$ cat src/rtl/shift_pipe_pkg.sv
// Shared definitions for the shift_pipe barrel shifter: operation encodings.
package shift_pipe_pkg;

    typedef enum logic [1:0] {
        OP_LSL = 2'b00,
        OP_LSR = 2'b01,
        OP_ASR = 2'b10,
        OP_ROR = 2'b11
    } shift_op_e;

endpackage

$ cat src/rtl/shift_pipe_core.sv
// Combinational log-stage barrel shifter: stage k shifts by 2^k when shamt[k] is set,
// carrying the last bit shifted out through the chain.
module shift_core
    import shift_pipe_pkg::*;
#(
    parameter int WIDTH   = 8,
    parameter int SHAMT_W = $clog2(WIDTH)
) (
    input  logic [WIDTH-1:0]   i_d,
    input  logic [SHAMT_W-1:0] i_shamt,
    input  shift_op_e          i_op,
    output logic [WIDTH-1:0]   o_d,
    output logic               o_carry
);

    logic [WIDTH-1:0] w_final;
    logic             w_final_c;

    for (genvar k = 0; k < SHAMT_W; k++) begin : g_stage
        localparam int SH = 1 << k;
        logic [WIDTH-1:0] w_in;
        logic [WIDTH-1:0] w_out;
        logic             w_cin;
        logic             w_cout;

        if (k == 0) begin : g_first
            assign w_in  = i_d;
            assign w_cin = 1'b0;
        end else begin : g_next
            assign w_in  = g_stage[k-1].w_out;
            assign w_cin = g_stage[k-1].w_cout;
        end

        // The last active stage's outgoing edge bit is the overall last bit shifted out.
        always_comb begin
            w_out  = w_in;
            w_cout = w_cin;
            if (i_shamt[k]) begin
                unique case (i_op)
                    OP_LSL: begin
                        w_out  = {w_in[WIDTH-SH-1:0], {SH{1'b0}}};
                        w_cout = w_in[WIDTH-SH];
                    end
                    OP_LSR: begin
                        w_out  = {{SH{1'b0}}, w_in[WIDTH-1:SH]};
                        w_cout = w_in[SH-1];
                    end
                    OP_ASR: begin
                        w_out  = {{SH{w_in[WIDTH-1]}}, w_in[WIDTH-1:SH]};
                        w_cout = w_in[SH-1];
                    end
                    OP_ROR: begin
                        w_out  = {w_in[SH-1:0], w_in[WIDTH-1:SH]};
                        w_cout = w_cin;
                    end
                endcase
            end
        end
    end

    assign w_final   = g_stage[SHAMT_W-1].w_out;
    assign w_final_c = g_stage[SHAMT_W-1].w_cout;

    // Rotation loses no bits, so its carry is the new MSB (only when actually rotating).
    assign o_d     = w_final;
    assign o_carry = (i_op == OP_ROR) ? ((i_shamt != '0) && w_final[WIDTH-1]) : w_final_c;

endmodule

$ cat src/rtl/shift_pipe.sv
// Two-stage pipelined barrel shifter with valid/ready handshakes on both sides.
// Stage 1 holds the operation, stage 2 holds the result and flags.
module shift_pipe
    import shift_pipe_pkg::*;
#(
    parameter  int WIDTH   = 8,
    localparam int SHAMT_W = $clog2(WIDTH)
) (
    input  logic               clk,
    input  logic               reset_n,
    input  logic               in_valid,
    output logic               in_ready,
    input  logic [WIDTH-1:0]   d_in,
    input  logic [SHAMT_W-1:0] shamt,
    input  logic [1:0]         op,
    output logic               out_valid,
    input  logic               out_ready,
    output logic [WIDTH-1:0]   d_out,
    output logic               carry,
    output logic               zero
);

    logic               r_s1_valid;
    logic [WIDTH-1:0]   r_s1_d;
    logic [SHAMT_W-1:0] r_s1_shamt;
    shift_op_e          r_s1_op;

    logic               r_s2_valid;
    logic [WIDTH-1:0]   r_s2_d;
    logic               r_s2_carry;
    logic               r_s2_zero;

    logic [WIDTH-1:0]   w_res;
    logic               w_res_c;
    logic               w_adv1;
    logic               w_adv2;

    // No skid buffer: readiness ripples combinationally back from out_ready.
    assign w_adv2   = !r_s2_valid || out_ready;
    assign w_adv1   = !r_s1_valid || w_adv2;
    assign in_ready = w_adv1;

    shift_core #(
        .WIDTH   (WIDTH),
        .SHAMT_W (SHAMT_W)
    ) u_core (
        .i_d     (r_s1_d),
        .i_shamt (r_s1_shamt),
        .i_op    (r_s1_op),
        .o_d     (w_res),
        .o_carry (w_res_c)
    );

    always_ff @(posedge clk or negedge reset_n) begin
        if (!reset_n) begin
            r_s1_valid <= 1'b0;
            r_s1_d     <= '0;
            r_s1_shamt <= '0;
            r_s1_op    <= OP_LSL;
        end else if (w_adv1) begin
            r_s1_valid <= in_valid;
            if (in_valid) begin
                r_s1_d     <= d_in;
                r_s1_shamt <= shamt;
                r_s1_op    <= shift_op_e'(op);
            end
        end
    end

    // Result registers only load on a real op, so they hold while stalled.
    always_ff @(posedge clk or negedge reset_n) begin
        if (!reset_n) begin
            r_s2_valid <= 1'b0;
            r_s2_d     <= '0;
            r_s2_carry <= 1'b0;
            r_s2_zero  <= 1'b0;
        end else if (w_adv2) begin
            r_s2_valid <= r_s1_valid;
            if (r_s1_valid) begin
                r_s2_d     <= w_res;
                r_s2_carry <= w_res_c;
                r_s2_zero  <= (w_res == '0);
            end
        end
    end

    assign out_valid = r_s2_valid;
    assign d_out     = r_s2_d;
    assign carry     = r_s2_carry;
    assign zero      = r_s2_zero;

endmodule
$ cat config.mk
export PLATFORM = sky130hd
export DESIGN_NAME = shift_pipe
export DESIGN_NICKNAME = d
export VERILOG_FILES = /design/src/rtl/shift_pipe_pkg.sv /design/src/rtl/shift_pipe_core.sv /design/src/rtl/shift_pipe.sv
export SDC_FILE = /design/constraint.sdc
export NUM_CORES = 1
export LEC_CHECK = 0
export CORE_ASPECT_RATIO = 2
export CORE_MARGIN = 4
export CORE_UTILIZATION = 40
export CTS_CLUSTER_DIAMETER = 120
export DETAILED_ROUTE_END_ITERATION = 10
export GPL_TIMING_DRIVEN = 0
export PLACE_DENSITY_LB_ADDON = 0.15
export SLEW_MARGIN = 20
export SYNTH_ARGS = -nofsm -noshare
export SYNTH_HDL_FRONTEND = slang
export SYNTH_SLANG_ARGS = --single-unit
$ cat constraint.sdc
create_clock -name clk -period 2.4 [get_ports clk]
set_clock_uncertainty 0.15 [all_clocks]
set_input_delay 0.48 -clock clk [delete_from_list [all_inputs] [get_ports clk]]
set_output_delay 0.48 -clock clk [all_outputs]
set_load 0.01 [all_outputs]
Yosys cells after proc, flatten, opt, wreduce, memory -nomap -nowiden
Index checks and enable logic that the tools add are counted. W data, S select, Z words.

Bits in registers: 25. Input port bits: 17. Word-level logic and storage cells: 35.

Equal/unequal tests: 3. Multiplexer cells: 13. Reduce and logical (&&, ||, !) cells: 11.

Operators with widths (number): $pmux W8 S4 (3); $mux W8 (3); $logic_not A8 Y1 (1); $pmux W1 S2 (3); $eq A2 B2 Y1 const B (2); $mux W1 (4); $reduce_and A2 Y1 (2); $reduce_bool A3 Y1 (1); $eq A2 B1 Y1 const B (1); $logic_not A1 Y1 (2); $logic_not A2 Y1 (1); $logic_or A1 B1 Y1 (2); $reduce_or A2 Y1 (1); $logic_and A1 B1 Y1 (1).

Logic depth before layout (Yosys ltp)
Word-level depth: 9. Depth in mapped cells: 11. Mapped depth without buffers: 9.

Cells and area by module
A second synthesis with hierarchy kept.

Cell total of the unflattened synthesis: 183. Area total of the unflattened synthesis: 1831.8 um^2.

By module, submodules not included: shift_pipe (instances 1, cells an instance 58, area an instance 1016.0 um^2, seq. area each 625.6 um^2); shift_core (instances 1, cells an instance 125, area an instance 815.8 um^2, seq. area each 0.0 um^2).

Worst setup path after synthesis
No wires, ideal clock.

Path type: register -> register. From: register r_s1_op[0]. To: register r_s2_zero (netlist: zero). Arrival time: 2.279 ns. Required time: 2.155 ns. Slack: -0.125 ns. Stages on the path, launching flop included: 10. Buffers on the path: 0. Clock period less this slack: 2.525 ns. Path through: dfrtp_1 inv_1 ha_1 nor3_4 o221ai_2 nor2b_4 o22ai_2 o22ai_1 or4_1 o31ai_1.

Cells in the longest elaborated chain, start to end: 8.

RTL lines: from (decl) (RTL line shift_pipe.sv:26) `shift_op_e r_s1_op;`; from (signal assigned) (RTL line shift_pipe.sv:65) `r_s1_op <= shift_op_e'(op);`; $eq A2 B2 Y1 (tied with other cells) (RTL line shift_pipe_core.sv:39) `unique case (i_op)`; $pmux W8 S4 (RTL line shift_pipe_core.sv:39); $mux W8 (RTL line shift_pipe_core.sv:38) `if (i_shamt[k]) begin`; $pmux W8 S4 (RTL line shift_pipe_core.sv:39); $mux W8 (RTL line shift_pipe_core.sv:38); $pmux W8 S4 (RTL line shift_pipe_core.sv:39); $mux W8 (*) (RTL line shift_pipe_core.sv:38); $logic_not A8 Y1 (*) (RTL line shift_pipe.sv:82) `r_s2_zero <= (w_res == '0);`; to (signal assigned) (RTL line shift_pipe.sv:82); to (decl) (RTL line shift_pipe.sv:31) `logic r_s2_zero;`.

Every way passes the cells marked *; elsewhere a longest branch is shown, timed or not. A chain may end at the register's enable or synchronous reset.

Worst setup path after layout
From: register r_s1_op[1]. To: register r_s2_zero (netlist: zero).

Same word-level chain as after synthesis.

==> results_dict.tcl <==
set metrics [dict create \
    final_antenna_net_count 0 \
    synth_cell_type_count 48 \
    yosys.area.top_type "dfrtp_1" \
    synth_nets 215 \
    grt_setup_unrepaired "yes" \
    antennaDiodeCount 0 \
    setup_viol 2 \
    drtIter0Drc 84 \
    place_congestion 0.939 \
    grt_max_degree 26 \
    ys_seq_area_frac 0.359 \
    hold_path_class "input port to asynchronous set/reset pin" \
    pin_count 29 \
    cts_buffers 3 \
    overflow 0 \
    clk_pin_slew_worst_paths_ns 0.09 \
    crit_required_ns 2.44 \
    avgViaCountPerCell 5.89 \
    p_leak_nw 1.01 \
    root_buffer "clkbuf_8" \
    syn_area_per_cell_um2 8.99 \
    grt_pass1_vias 1731 \
    synth-main-ff-cell "dfrtp_1" \
    synthesis.area_um2 1740 \
    drive_above_1_share 0.299 \
    dpl.hpwl_mm 3.63 \
    fin_cells 293 \
    hold_buffers 0 \
    period_share 1.09 \
    dp_cells 274 \
    initial_utilization 0.418 \
    grt_antenna_before_repair 0 \
    hold_viol_final 0 \
    rows 33 \
    cts.sinks 25 \
    crit_path_end_kind "flop" \
    cts_max_level 1 \
    syn_inst 194 \
    wire_per_inst_um 17.2 \
    crit_type "flop to flop" \
    cts_tree "yes" \
    drv_cap 0 \
    outcome "finished with violations" \
    area_growth_syn_to_layout_pct 43.2 \
    grtUsageTotal 0.195 \
    violations "setup timing" \
    portBuffers 28 \
    grt_pass1_wl_mm 7.98 \
    ys_ff_latch 25 \
    routed_wl_mm 5.05 \
    die_area_um2 5540 \
    powerDensity_nw_per_um2 760 \
    drcViolationCount 0 \
    vias 1727 \
    synth_top_area_frac 0.359 \
    setup_ws_ns -0.224 \
    finalCriticalPeriod_ns 2.62 \
    worst_setup_path_start_kind "flop" \
    cts_buffer_depth 2 \
    clock.fmax_mhz 381 \
    slew_headroom 0.617 \
    die_y_um 101 \
    synthTopCellsByArea "dfrtp_1, mux2_2, nand2_1" \
    place_area_um2 2110 \
    critPathMaxFanout 9 \
    nNetsFinal 263 \
    finalPower_w 0.00190 \
    first_pass_iters 4 \
    fp.coreArea_um2 4170 \
    die_w_um 54.7 \
    cp.arrival_ns 2.66 \
    fin_area_um2 2500 \
    synth-edff-count 0 \
    synthArstFlopShare 1.00 \
    clk_latency_ns 0.27 \
    vdd_ir_drop_max_mv 0.420 \
    nFillCells 378 \
    report.final.slew_viol_count 0 \
    yosys_warnings 0 \
    worst_slew_pin_slew_ns 0.574 \
    holdWs_ns 0.0421 \
]
cell usage in the layout, fill, tap and decap left out, drive strengths merged, types with 3 or more instances in the layout:
cell / instances
dfrtp: 25
buf: 22
o22ai: 6
o21ai: 11
o31ai: 4
clkbuf: 11
nor2b: 6
nor2: 10
and3: 3
nor4: 3
a21oi: 4
a311oi: 4
inv: 7
mux2i: 7
nand3: 4
clkdlybuf4s50: 27
ha: 4
nand2b: 7
mux2: 14
nor3: 7
nand2: 22
report_power, final:
group | internal (W) | switching (W)
Clock | 0.000119 | 0.000135
Combinational | 0.000534 | 0.000523
Sequential | 0.000511 | 0.0000755
cells by family after synthesis:
logic type / count (synthesis) / synth area share
buf+inv: 21 / 0.0488
simple gates: 70 / 0.210
compound gates: 53 / 0.223
mux: 21 / 0.131
fa+ha+maj: 4 / 0.0287
flops: 25 / 0.359
per-stage QoR:
stage                     worst slack (ns)   util  TNS, ns
after global routing                -0.303  0.599   -0.556
after CTS                           -0.261  0.550   -0.423
after detailed placement            -0.443  0.506   -0.983
final                               -0.224  0.599   -0.262
after floorplan                    -0.0112      -  -0.0112
after global placement              -0.399  0.507   -0.941
routing by layer:
metal / routed length (um) / GRT usage / vias to the layer above
met1: 1790 / 0.200 / 828
li1: - / - / 809
met5: 0 / 0 / -
met3: 189 / 0.0191 / 23
met2: 2810 / 0.354 / 67
met4: 266 / 0.113 / 0
what timing repair did:
item	4_1_cts	5_1_grt
gates resized for setup	14	33
pin swaps	6	14
cloned	0	0
endpoints found under the setup margin	4	7
setup buffers	7	9
synthesized netlist by cell type (2+ instances only):
master and n:
nor2b_1 5, inv_1 8, mux2i_1 7, a2bb2oi_1 2, a311oi_1 4, or2_2 2
a41oi_1 2, nand3_1 4, o22ai_1 5, nor4_1 3, mux2_2 14, dfrtp_1 25
o31ai_1 4, o211a_1 2, o211ai_1 2, ha_1 4, nor3_1 6, nand2b_1 7
buf_2 5, a21oi_1 4, clkbuf_1 5, nand2_1 22, nand3b_1 2, nor2_1 10
o21a_1 2, a21boi_0 2, and3_1 3, buf_1 3, o21ai_0 11
sequential cells by signal, summed over array words and instances (netlist names):
name and cells:
r_s1_valid 1, r_s1_shamt 3, zero 1, out_valid 1, d_out 8, r_s1_d 8, carry 1, r_s1_op 2
worst paths after layout:
path | slack (ns) | startpoint | depth (start not counted) | endpoint
setup / recovery | -0.22 | r_s1_op[1] | 10 | zero
hold reg to reg | 0.33 | d_out[2] | 2 | d_out[2]
max in group asynchronous | 1.64 | reset_n | 1 | r_s1_op[1]
setup reg to reg | -0.22 | r_s1_op[1] | 10 | zero
min in group clk | 0.33 | d_out[2] | 2 | d_out[2]
hold / removal | 0.04 | reset_n | 1 | d_out[2]
final cells by class:
cell class	instances	area, um^2	area share
clock buffers	4	45.0	0.0180
repair buffers	43	417	0.167
multi-input cells	148	1220	0.490
plain buffers	13	80.1	0.0321
well taps	52	65.1	0.0261
flip-flops and latches	25	628	0.252
inverters	8	38.8	0.0155
critical path, cell delays in order (launching register included):
cell	delay, ns
dfrtp_2	0.47
buf_6	0.14
ha_4	0.17
nor3_4	0.15
buf_12	0.16
o221ai_2	0.09
nor2b_4	0.16
o22ai_4	0.19
o22ai_2	0.12
or4_4	0.56
o31ai_4	0.18
No activity file was read; power rests on OpenSTA's default activity.
